`config.mk`:
```
export PLATFORM = sky130hd
export DESIGN_NAME = dma_axi_simple_csr_wrtr
export DESIGN_NICKNAME = d
export VERILOG_FILES = /design/src/rtl/dma_axi_simple_pkg.sv /design/src/rtl/dma_axi_simple_csr_addr_next.sv /design/src/rtl/dma_axi_simple_csr_wrtr.sv
export SDC_FILE = /design/constraint.sdc
export NUM_CORES = 1
export LEC_CHECK = 0
export CAP_MARGIN = 20
export CELL_PAD_IN_SITES_DETAIL_PLACEMENT = 0
export CELL_PAD_IN_SITES_GLOBAL_PLACEMENT = 1
export CORE_ASPECT_RATIO = 1.25
export CORE_UTILIZATION = 25
export CTS_BUF_LIST = sky130_fd_sc_hd__clkbuf_4
export DETAILED_ROUTE_END_ITERATION = 10
export PLACE_DENSITY_LB_ADDON = 0.1
export SYNTH_ARGS = -nofsm -noshare
export SYNTH_HDL_FRONTEND = slang
export SYNTH_SLANG_ARGS = --single-unit
```
`constraint.sdc`:
```
create_clock -name ACLK -period 5.5 [get_ports ACLK]
set_input_delay 0.55 -clock ACLK [delete_from_list [all_inputs] [get_ports ACLK]]
set_output_delay 0.55 -clock ACLK [all_outputs]
set_load 0.01 [all_outputs]
```
`src/rtl/dma_axi_simple_pkg.sv`:
```
// Shared definitions for the dma_axi_simple CSR bridges:
// FSM states, AXI burst codes and response codes.
package dma_axi_simple_pkg;

  typedef enum logic [2:0] {
    ST_IDLE  = 3'd0,
    ST_ARB   = 3'd1,
    ST_DATA  = 3'd2,
    ST_WRITE = 3'd3,
    ST_RESP  = 3'd4
  } csr_state_e;

  typedef enum logic [1:0] {
    BURST_FIXED = 2'b00,
    BURST_INCR  = 2'b01,
    BURST_WRAP  = 2'b10,
    BURST_RSVD  = 2'b11
  } burst_e;

  localparam logic [1:0] RESP_OKAY   = 2'b00;
  localparam logic [1:0] RESP_SLVERR = 2'b10;

endpackage

```
`src/rtl/dma_axi_simple_csr_addr_next.sv`:
```
// Next beat address for AXI bursts into the CSR space.
// Shared by the CSR write and read bridges.
module dma_axi_simple_csr_addr_next
  import dma_axi_simple_pkg::*;
#(
  parameter int AW = 10,
  parameter int DS = 4
) (
  input  logic [AW-1:0] addr_i,
  input  logic [2:0]    size_i,
  input  burst_e        burst_i,
  output logic [AW-1:0] addr_o,
  output logic          err_o
);

  logic [AW-1:0] step;
  logic [AW-1:0] base;

  assign step = AW'(1) << size_i;
  assign base = addr_i & ~AW'(DS - 1);

  // Wide beats land on the next bus-aligned address.
  always_comb begin
    addr_o = addr_i;
    err_o  = 1'b0;
    unique case (burst_i)
      BURST_FIXED: addr_o = addr_i;
      BURST_INCR: begin
        if (step < AW'(DS)) addr_o = addr_i + step;
        else                addr_o = base + AW'(DS);
      end
      default: err_o = 1'b1;
    endcase
  end

endmodule

```
`src/rtl/dma_axi_simple_csr_wrtr.sv`:
```
// AXI4 slave write port into a 32-bit CSR bus.
// One transaction at a time, single-cycle TR_WREN per beat.
module dma_axi_simple_csr_wrtr
  import dma_axi_simple_pkg::*;
#(
  parameter int AXI_WIDTH_CID = 4,
  parameter int AXI_WIDTH_ID  = 4,
  parameter int AXI_WIDTH_AD  = 32,
  parameter int AXI_WIDTH_DA  = 32,
  parameter int AXI_WIDTH_DS  = AXI_WIDTH_DA / 8,
  parameter int AXI_WIDTH_SID = AXI_WIDTH_CID + AXI_WIDTH_ID,
  parameter int ADDR_LENGTH   = 8
) (
  input  logic                     ACLK,
  input  logic                     ARESETn,
  input  logic [AXI_WIDTH_SID-1:0] S_AWID,
  input  logic [AXI_WIDTH_AD-1:0]  S_AWADDR,
  input  logic [7:0]               S_AWLEN,
  input  logic [2:0]               S_AWSIZE,
  input  logic [1:0]               S_AWBURST,
  input  logic                     S_AWVALID,
  output logic                     S_AWREADY,
  input  logic [AXI_WIDTH_DA-1:0]  S_WDATA,
  input  logic [AXI_WIDTH_DS-1:0]  S_WSTRB,
  input  logic                     S_WLAST,
  input  logic                     S_WVALID,
  output logic                     S_WREADY,
  output logic [AXI_WIDTH_SID-1:0] S_BID,
  output logic [1:0]               S_BRESP,
  output logic                     S_BVALID,
  input  logic                     S_BREADY,
  output logic                     TR_REQ,
  input  logic                     TR_GRT,
  output logic [ADDR_LENGTH-1:0]   TR_ADDR,
  output logic                     TR_WREN,
  output logic [31:0]              TR_WDATA,
  output logic [3:0]               TR_WSTRB
);

  localparam int AW    = ADDR_LENGTH + 2;
  localparam int LANES = AXI_WIDTH_DA / 32;
  localparam int LW    = (LANES > 1) ? $clog2(LANES) : 1;

  csr_state_e               state_q;
  logic [AXI_WIDTH_SID-1:0] id_q;
  logic [AW-1:0]            addr_q;
  logic [AW-1:0]            addr_d;
  logic [7:0]               len_q;
  logic [7:0]               beat_q;
  logic [2:0]               size_q;
  burst_e                   burst_q;
  logic                     err_q;
  logic                     adv_err;
  logic                     awready_q;
  logic                     wready_q;
  logic                     bvalid_q;
  logic                     req_q;
  logic                     wren_q;
  logic [AXI_WIDTH_SID-1:0] bid_q;
  logic [1:0]               bresp_q;
  logic [ADDR_LENGTH-1:0]   traddr_q;
  logic [31:0]              wdata_q;
  logic [3:0]               wstrb_q;
  logic [31:0]              lane_data;
  logic [3:0]               lane_strb;
  logic                     last_beat;
  logic                     unused_awaddr;

  assign last_beat     = (beat_q == len_q);
  assign unused_awaddr = ^S_AWADDR[AXI_WIDTH_AD-1:AW];

  assign S_AWREADY = awready_q;
  assign S_WREADY  = wready_q;
  assign S_BVALID  = bvalid_q;
  assign S_BID     = bid_q;
  assign S_BRESP   = bresp_q;
  assign TR_REQ    = req_q;
  assign TR_ADDR   = traddr_q;
  assign TR_WREN   = wren_q;
  assign TR_WDATA  = wdata_q;
  assign TR_WSTRB  = wstrb_q;

  dma_axi_simple_csr_addr_next #(
    .AW(AW),
    .DS(AXI_WIDTH_DS)
  ) u_addr_next (
    .addr_i (addr_q),
    .size_i (size_q),
    .burst_i(burst_q),
    .addr_o (addr_d),
    .err_o  (adv_err)
  );

  // Pick the 32-bit lane addressed by the word offset.
  always_comb begin
    lane_data = S_WDATA[31:0];
    lane_strb = S_WSTRB[3:0];
    for (int i = 0; i < LANES; i++) begin
      if (LANES == 1 || addr_q[2 +: LW] == LW'(i)) begin
        lane_data = S_WDATA[32*i +: 32];
        lane_strb = S_WSTRB[4*i +: 4];
      end
    end
  end

  always_ff @(posedge ACLK or negedge ARESETn) begin
    if (!ARESETn) begin
      state_q   <= ST_IDLE;
      id_q      <= '0;
      addr_q    <= '0;
      len_q     <= '0;
      beat_q    <= '0;
      size_q    <= '0;
      burst_q   <= BURST_FIXED;
      err_q     <= 1'b0;
      awready_q <= 1'b0;
      wready_q  <= 1'b0;
      bvalid_q  <= 1'b0;
      req_q     <= 1'b0;
      wren_q    <= 1'b0;
      bid_q     <= '0;
      bresp_q   <= '0;
      traddr_q  <= '0;
      wdata_q   <= '0;
      wstrb_q   <= '0;
    end else begin
      unique case (state_q)
        ST_IDLE: begin
          if (awready_q && S_AWVALID) begin
            id_q      <= S_AWID;
            addr_q    <= S_AWADDR[AW-1:0];
            len_q     <= S_AWLEN;
            size_q    <= S_AWSIZE;
            burst_q   <= burst_e'(S_AWBURST);
            beat_q    <= '0;
            err_q     <= 1'b0;
            awready_q <= 1'b0;
            req_q     <= 1'b1;
            state_q   <= TR_GRT ? ST_DATA : ST_ARB;
          end else begin
            awready_q <= 1'b1;
          end
        end
        ST_ARB: begin
          if (TR_GRT) state_q <= ST_DATA;
        end
        ST_DATA: begin
          if (!wready_q) begin
            wready_q <= 1'b1;
          end else if (S_WVALID) begin
            wready_q <= 1'b0;
            wren_q   <= 1'b1;
            traddr_q <= {addr_q[ADDR_LENGTH-1:2], 2'b00};
            wdata_q  <= lane_data;
            wstrb_q  <= lane_strb;
            if (S_WLAST != last_beat) err_q <= 1'b1;
            state_q  <= ST_WRITE;
          end
        end
        ST_WRITE: begin
          wren_q <= 1'b0;
          beat_q <= beat_q + 8'd1;
          if (last_beat) begin
            bvalid_q <= 1'b1;
            bid_q    <= id_q;
            bresp_q  <= err_q ? RESP_SLVERR : RESP_OKAY;
            req_q    <= 1'b0;
            state_q  <= ST_RESP;
          end else begin
            addr_q  <= addr_d;
            if (adv_err) err_q <= 1'b1;
            state_q <= ST_DATA;
          end
        end
        ST_RESP: begin
          if (S_BREADY) begin
            bvalid_q <= 1'b0;
            state_q  <= ST_IDLE;
          end
        end
        default: state_q <= ST_IDLE;
      endcase
    end
  end

endmodule
```
==> impl_summary.txt, run 1 <==
----------------------------------------------------
[Status]
  Result of the run ... finished clean

[Die]
  Die Y-Extent ... 152 um
  Die extent in x ... 122 um
  DIE AREA ... 0.0185 sq mm
  Initial core utilization ... 25.6%
  Site Rows ... 54
  I/O pins ... 155
  Core Area ... 0.0175 sq mm

[Setup path]
  Setup crit start kind ... flop
  Reg2Reg Setup Slack ... 2.66 ns
  Cell type of the slowest stage on the worst timing path ... dfrtp_1
  Critical R2R Launch ... size_q[1]$_DFFE_PN0P_
  Critical Path AT ... 3.19 ns
  Largest fanout on the critical path ... 9
  Crit path kind ... reg -> reg
  Max stage delay on crit path ... 0.49 ns
  Cell-by-cell trace of the critical path ... or2_1, nor2_1, ha_1, fa_1, a21o_1, maj3_2, a211o_1, a22oi_1, o211ai_1, o21a_1
  Launching element of the worst setup path ... size_q[1]$_DFFE_PN0P_
  Worst Reg-to-Reg Cells ... 10
  Reg2reg end ... addr_q[6]$_DFFE_PN0P_
  Req. time, crit path ... 5.85 ns
  Critical Path End Type ... flop

[Placed design]
  DP HPWL ... 7560 um
  Placed inst area ... 0.00595 sq mm
  Routability congestion estimate from global placement ... 0.744
  Count of buffers inserted at the top-level ports ... 127

[Clock network]
  Count of buffers added by post-CTS timing repair for setup ... 0
  Cts bufs inserted ... 9
  Clock tree from TritonCTS ... done
  Buffer cell driving the clock tree root ... clkbuf_4
  Clock insertion delay at the later pin of the skew report ... 0.47 ns
  Hold buffer count at cts ... 0
  Post-cts repair resize count ... 0
  Clock Pin Slew Worst Setup and Hold Paths ... 0.16 ns
  Clock tree sinks ... 97
  H-tree depth reported by CTS ... 3
  Longest Clk Path Bufs ... 2

[Global routing]
  Pin count of the biggest net entering global routing ... 57
  Via count of the first global-routing pass ... 3367
  Antenna violations before repair ... 0
  Global-route wire length before repair ... 17300 um
  Aggregate global-route resource usage ... 12.3%
  Global-route congestion overflow total ... 0

[Yosys]
  Post-synthesis register bit count ... 97
  Post-synthesis average cell area ... 11.0 sq um
  Predominant post-synthesis flop cell ... dfrtp_1
  Share of the synthesized area in the top cell type ... 54.2%
  Number of warnings issued by yosys ... 0
  Most frequently used cell type in the post-synthesis netlist ... dfrtp_1
  Count of flip-flops with a built-in enable after synthesis ... 0
  Async set-or-reset flop fraction in the synthesized netlist ... 100%
  Top area cells in the synthesized netlist ... dfrtp_1 54%, mux2_1 11%, nand2_1 7.3%
  Gate Count Post-Synth ... 406
  Commonest cells in the synthesized netlist ... 97 x dfrtp_1, 87 x nand2_1, 44 x mux2_1
  Sequential cell area fraction in the yosys report ... 54.2%
  Cell type with the largest total area after synthesis ... dfrtp_1
  Number of library cell types mapped by synthesis ... 56
  Area of the mapped netlist ... 0.00448 sq mm

[Finish]
  Design area ... 0.00610 sq mm
  Fill cells ... 1762
  Antenna cells ... 0
  Number of nets in the layout ... 631
  Share of post-route cells with drive strength above 1 ... 7.33%
  Layout overhead on the synthesized area ... 36.2%

[Routing]
  Avg WL per Cell ... 14.4 um
  Post-detailed-route DRC marker count ... 0
  Final routed wirelength across all metal layers ... 10900 um
  Count of vias placed by the detailed router ... 3359
  Number of nets with antenna violations after detailed routing ... 0
  Average vias per placed instance ... 4.44
  First-pass detailed-route iteration total ... 4
  Initial DRC count ... 83

[STA]
  Final Cycle Share ... 51.6%
  Final hold vios ... 0
  Setup Viol. Count Final ... 0
  Peak Freq ... 0.353 GHz
  Transition time of the tightest slew-check pin ... 0.914 ns
  Slew Limit Headroom ... 39.1%
  Hold WS ... 0.127 ns
  Max-slew violation total from the final report ... 0
  Total Negative Setup Slacks ... 0 ns
  Setup repair after global routing missed its margin ... false
  Final setup skew ... 0.0237 ns
  Fin crit period ... 2.84 ns

[Power and ir drop]
  Static power due to leakage ... 2.59 nW
  Maximum vdd drop ... 0.150 mV
  PD cells ... 511 mW/mm^2

[Run]
  Max Cap Violations ... 0

[Min path]
  Tightest Hold Check Type ... in -> async

----------------------------------------------------
==> kinds of logic after synthesis <==
kind of cell,count (synthesis),synth area share [%]
AO/OA/AOI/OAI,59,9.14
buffers and inverters,27,3.07
AND/OR/NAND/NOR,146,14.8
XOR/XNOR,14,2.74
other,1,0.0838
multiplexers,53,13.3
adder cells (fa/ha/maj),9,2.66
flip-flops,97,54.2
==> final cells by class <==
cell class                      instances  area (sq um)  share of cell area (%)
Sequential cell                        97          2430                    39.8
Multi-Input combinational cell        284          1930                    31.6
Timing Repair Buffer                  132          1310                    21.4
Tap cell                              224           280                    4.60
Clock buffer                           11          82.6                    1.35
Clock inverter                          5          62.6                    1.03
Inverter                                3          11.3                   0.185
==> state kept, by name, indices dropped and copies added, names as in the netlist, 2 cells and up <==
signal    flops
TR_WSTRB      4
len_q         8
burst_q       2
addr_q        8
TR_ADDR       6
beat_q        8
TR_WDATA     32
S_BID         8
id_q          8
size_q        3
state_q       3
==> critical path, delay by kind of cell (launching register included) <==
| family | cells | cell delay (ns) |
|---|---|---|
| fa+ha+maj | 3 | 0.95 |
| simple gates | 2 | 0.40 |
| flops | 1 | 0.49 |
| compound gates | 5 | 0.89 |
==> power breakdown <==
| part | leakage (nW) | switching [mW] | total, mW | internal [mW] |
|---|---|---|---|---|
| clock network | 0.0741 | 0.252 | 0.404 | 0.152 |
| logic | 1.34 | 0.676 | 1.46 | 0.779 |
| registers | 1.18 | 0.241 | 1.26 | 1.02 |
==> stage by stage <==
stage	instances	setup WS, ns	util, %	total power [mW]
2_1_floorplan	408	2.96	-	2.10
3_3_place_gp	740	2.69	34.0	2.74
3_5_place_dp	740	2.68	34.0	2.76
4_1_cts	756	2.64	34.8	3.18
5_1_grt	756	2.50	34.8	3.38
6_report	756	2.66	34.8	3.12
==> cells in the final DEF, fill, tap and decap left out, types with 2 or more instances in the layout <==
cell | netlist | layout
ha_1 | 7 | 7
and3b_1 | 3 | 3
inv_6 | 0 | 2
buf_4 | 7 | 6
nand4_1 | 5 | 5
nor2_2 | 2 | 2
xnor2_1 | 11 | 11
o21ai_0 | 12 | 12
nor3b_1 | 4 | 4
inv_1 | 2 | 2
a31oi_1 | 5 | 5
a41oi_1 | 2 | 2
mux2_2 | 7 | 7
nand3b_1 | 2 | 2
o21ai_1 | 2 | 2
o21a_1 | 2 | 2
o31ai_1 | 2 | 2
and3_1 | 3 | 3
nor3_2 | 2 | 2
xor2_1 | 3 | 3
a21oi_1 | 10 | 10
a2111oi_0 | 2 | 2
conb_1 | 1 | 3
mux2i_1 | 2 | 2
a22o_1 | 2 | 2
clkinvlp_4 | 0 | 2
mux2_1 | 44 | 44
nand3_1 | 8 | 8
nand2_1 | 87 | 87
nor2b_1 | 3 | 2
nor2_1 | 22 | 22
dfrtp_1 | 97 | 97
a22oi_1 | 2 | 2
clkdlybuf4s50_1 | 0 | 126
clkbuf_4 | 0 | 11
o211ai_1 | 4 | 4
==> worst max path at each step <==
| stage | endpoint |
|---|---|
| 2_1_floorplan | addr_q[6]$_DFFE_PN0P_ |
| 3_3_place_gp | addr_q[6]$_DFFE_PN0P_ |
| 3_5_place_dp | addr_q[6]$_DFFE_PN0P_ |
| 4_1_cts | addr_q[6]$_DFFE_PN0P_ |
| 5_1_grt | addr_q[6]$_DFFE_PN0P_ |
| 6_report | addr_q[6]$_DFFE_PN0P_ |
==> layer usage <==
| metal | wire length (um) | track usage, % |
|---|---|---|
| met5 | 0 | 0 |
| met4 | 240 | 5.99 |
| met3 | 689 | 3.07 |
| met2 | 5010 | 20.3 |
| met1 | 4920 | 14.9 |
Note: power is estimated with default switching activity, not from simulation.
==> inputs of run 2 (changes only) <==
- clock period: 5.5 -> 2.85 ns (I/O delays scaled with it)
==> run 2 against run 1 <==
Effect of this change:
- die area is the same
- largest cell class unchanged
- cell count grew 1.1%
- fmax grew 8.2%
- clock power grew 66%
==> impl_summary.txt, run 2 (same netlist as run 1, synthesis figures left out) <==
----------------------------------------------------
[Status]
  Result of the run ... finished clean

[Min path]
  Worst hold stages ... 3
  Hold worst-path end ... id_q[1]$_DFFE_PN0P_
  Startpoint of the worst hold path ... S_AWID[1]
  Tightest Hold Check Type ... in -> reg

[STA]
  Fin crit period ... 2.62 ns (-0.215 ns)
  Final Cycle Share ... 92.0% (+40 points)
  Max-slew violation total from the final report ... 0 (unchanged)
  Final hold vios ... 0 (unchanged)
  Peak Freq ... 0.381 GHz (+8.2%)
  Final setup skew ... 0.0124 ns (-0.0114 ns)
  Transition time of the tightest slew-check pin ... 0.673 ns (-0.241 ns)
  Total Negative Setup Slacks ... 0 ns (unchanged)
  Setup repair after global routing missed its margin ... false
  Slew Limit Headroom ... 55.1% (+16 points)
  Crit path setup slack, layout ... 0.229 ns (-2.44 ns)
  Setup Viol. Count Final ... 0 (unchanged)

[Clock network]
  Cts bufs inserted ... 9 (unchanged)
  Clock insertion delay at the later pin of the skew report ... 0.47 ns (about the same)
  H-tree depth reported by CTS ... 3 (unchanged)
  Count of buffers added by post-CTS timing repair for setup ... 0 (unchanged)
  Buffer cell driving the clock tree root ... clkbuf_4
  Clock Pin Slew Worst Setup and Hold Paths ... 0.15 ns (about the same)
  Clock tree from TritonCTS ... done
  Clock tree sinks ... 97 (unchanged)
  Longest Clk Path Bufs ... 2 (unchanged)

[Setup path]
  Critical R2R Launch ... size_q[2]$_DFFE_PN0P_
  Reg2reg end ... addr_q[6]$_DFFE_PN0P_
  Total buffers and inverters traversed by the critical path ... 0 (unchanged)
  Setup crit start kind ... flop
  Reg2Reg Setup Slack ... 0.23 ns (-2.44 ns)
  Max stage delay on crit path ... 0.49 ns (about the same)
  Worst Reg-to-Reg Cells ... 10 (unchanged)
  Top delay family on crit path ... adder cells
  Cell type of the slowest stage on the worst timing path ... dfrtp_1
  Largest fanout on the critical path ... 9 (unchanged)
  Critical Path AT ... 3.00 ns (-0.19 ns)
  Critical Path End Type ... flop
  Crit path kind ... reg -> reg
  Cell-by-cell trace of the critical path ... or2_1, nor2_1, ha_1, fa_1, a21o_1, maj3_2, a211o_1, a22oi_1, o211ai_1, o21a_1
  Req. time, crit path ... 3.22 ns (-2.63 ns)

[Die]
  Site Rows ... 54 (unchanged)
  I/O pins ... 155 (unchanged)
  Die Y-Extent ... 152 um (unchanged)
  Core Area ... 0.0175 sq mm (unchanged)
  Die extent in x ... 122 um (unchanged)
  Initial core utilization ... 25.6% (unchanged)
  DIE AREA ... 0.0185 sq mm (unchanged)

[Routing]
  Count of vias placed by the detailed router ... 3367 (+0.24%)
  Final routed wirelength across all metal layers ... 11000 um (+1.5%)
  Post-detailed-route DRC marker count ... 0 (unchanged)
  Initial DRC count ... 77 (-7.2%)
  Average vias per placed instance ... 4.41 (-0.81%)
  Number of nets with antenna violations after detailed routing ... 0 (unchanged)
  Avg WL per Cell ... 14.4 um (+0.39%)
  First-pass detailed-route iteration total ... 4 (unchanged)

[Placed design]
  Count of buffers inserted at the top-level ports ... 127 (unchanged)
  DP Worst Slack ... 0.233 ns (-2.44 ns)
  DP HPWL ... 7950 um (+5.1%)
  Routability congestion estimate from global placement ... 0.743 (-0.12%)

[Power and ir drop]
  PnR Total Power ... 5.98 mW (+92%)
  Net Sw Frac ... 37.9% (+0.36 points)
  Register share of total power ... 40.5% (about the same)
  Maximum vdd drop ... 0.350 mV (+130%)
  Comb power frac ... 48.3% (+1.6 points)
  PD cells ... 973 mW/mm^2 (+90%)
  Power Internal ... 3.72 mW (+91%)
  Clk network pwr share ... 11.2% (-1.8 points)
  Sw power ... 2.26 mW (+94%)
  Static power due to leakage ... 2.62 nW (+0.97%)

[Global routing]
  Pin count of the biggest net entering global routing ... 53 (-7.0%)
  Via count of the first global-routing pass ... 3444 (+2.3%)
  Global-route wire length before repair ... 17700 um (+2.7%)
  Aggregate global-route resource usage ... 12.6% (+0.34 points)
  Antenna violations before repair ... 1 (+1)
  Global-route congestion overflow total ... 0 (unchanged)

[Finish]
  Number of flip-flops under the largest register name ... 32 (unchanged)
  Number of nets in the layout ... 638 (+1.1%)
  Area of the multi-input gates ... 0.00193 sq mm (unchanged)
  Most frequent cells in the layout ... 126 x clkdlybuf4s50_1, 97 x dfrtp_1, 87 x nand2_1
  Sequential cell area ... 0.00243 sq mm (unchanged)
  Most common cell after layout, fill and taps aside ... clkdlybuf4s50_1
  Share of post-route cells with drive strength above 1 ... 8.35% (+1.0 points)
  Layout overhead on the synthesized area ... 37.4%
  Fill cells ... 1783 (+1.2%)

[Run]
  Max Cap Violations ... 0 (unchanged)

----------------------------------------------------
==> run 2: changes by cell type in the layout (fill, tap and decap cells not counted) <==
cell | before | now
bufinv_16 | 1 | 0
buf_12 | 0 | 2
clkinv_2 | 0 | 2
buf_4 | 6 | 10
inv_6 | 2 | 0
dlygate4sd3_1 | 0 | 1
diode_2 | 0 | 1
clkinvlp_4 | 2 | 3
==> run 2: worst max-delay path by stage <==
stage / start / end / slack, ns / cells past startpoint
after floorplan: size_q[1]$_DFFE_PN0P_ / addr_q[6]$_DFFE_PN0P_ / 0.31 / 11
after global placement: size_q[1]$_DFFE_PN0P_ / addr_q[6]$_DFFE_PN0P_ / 0.29 / 10
after detailed placement: size_q[1]$_DFFE_PN0P_ / addr_q[6]$_DFFE_PN0P_ / 0.23 / 10
after CTS: size_q[1]$_DFFE_PN0P_ / addr_q[6]$_DFFE_PN0P_ / 0.22 / 10
after global routing: size_q[1]$_DFFE_PN0P_ / addr_q[6]$_DFFE_PN0P_ / 0.09 / 10
final: size_q[2]$_DFFE_PN0P_ / addr_q[6]$_DFFE_PN0P_ / 0.23 / 10
==> run 2: worst reg2reg max path, stage by stage (launching register included) <==
cell	delay, ns
dfrtp_1	0.49
or2_1	0.16
nor2_1	0.04
ha_1	0.21
fa_1	0.41
a21o_1	0.20
maj3_2	0.33
a211o_1	0.29
a22oi_1	0.16
o211ai_1	0.12
o21a_1	0.13
==> run 2: final cells by class <==
type | instances | share of cell area (%)
Clock inverter | 5 | 0.529
Tap cell | 224 | 4.56
Timing Repair Buffer | 139 | 22.5
Antenna cell | 1 | 0.0407
Sequential cell | 97 | 39.5
Clock buffer | 11 | 1.34
Inverter | 3 | 0.183
Multi-Input combinational cell | 284 | 31.3
==> run 2: metal layers <==
layer,track usage [%],wire length [um],vias to the layer above
met5,0,0,-
li1,-,-,1655
met3,2.58,595,13
met4,6.11,215,0
met1,15.5,5080,1595
met2,21.1,5130,104
==> run 2: repair_timing <==
action | in CTS | in global routing
hold endpoints to repair | 50 | 0
hold buffers | 1 | 0
gates resized for setup | 0 | 0
==> run 2: metrics by stage <==
stage	hold slack (ns)	std cells	utilization, %	cell area (sq um)
after floorplan	-0.0106	408	-	4480
after global routing	0.302	764	35.1	6150
final	0.317	764	35.1	6150
after detailed placement	0.380	746	34.4	6020
after global placement	0.372	746	34.4	6020
after CTS	0.275	763	35.1	6150
==> run 2: power by group through the flow <==
stage               Clock (mW)  Sequential [mW]  Combinational (mW)
floorplan                    0             2.49                1.58
CTS                      0.714             2.43                2.95
finish                   0.671             2.43                2.89
detailed placement           0             2.47                2.94
global placement             0             2.44                2.92
global route             0.757             2.52                3.21
==> inputs of run 3 (changes only) <==
- ABC_CLOCK_PERIOD_IN_PS: unset -> 2850
==> results of run 3 <==
Same layout as run 2: the final DEF is identical, and so are final timing and power.
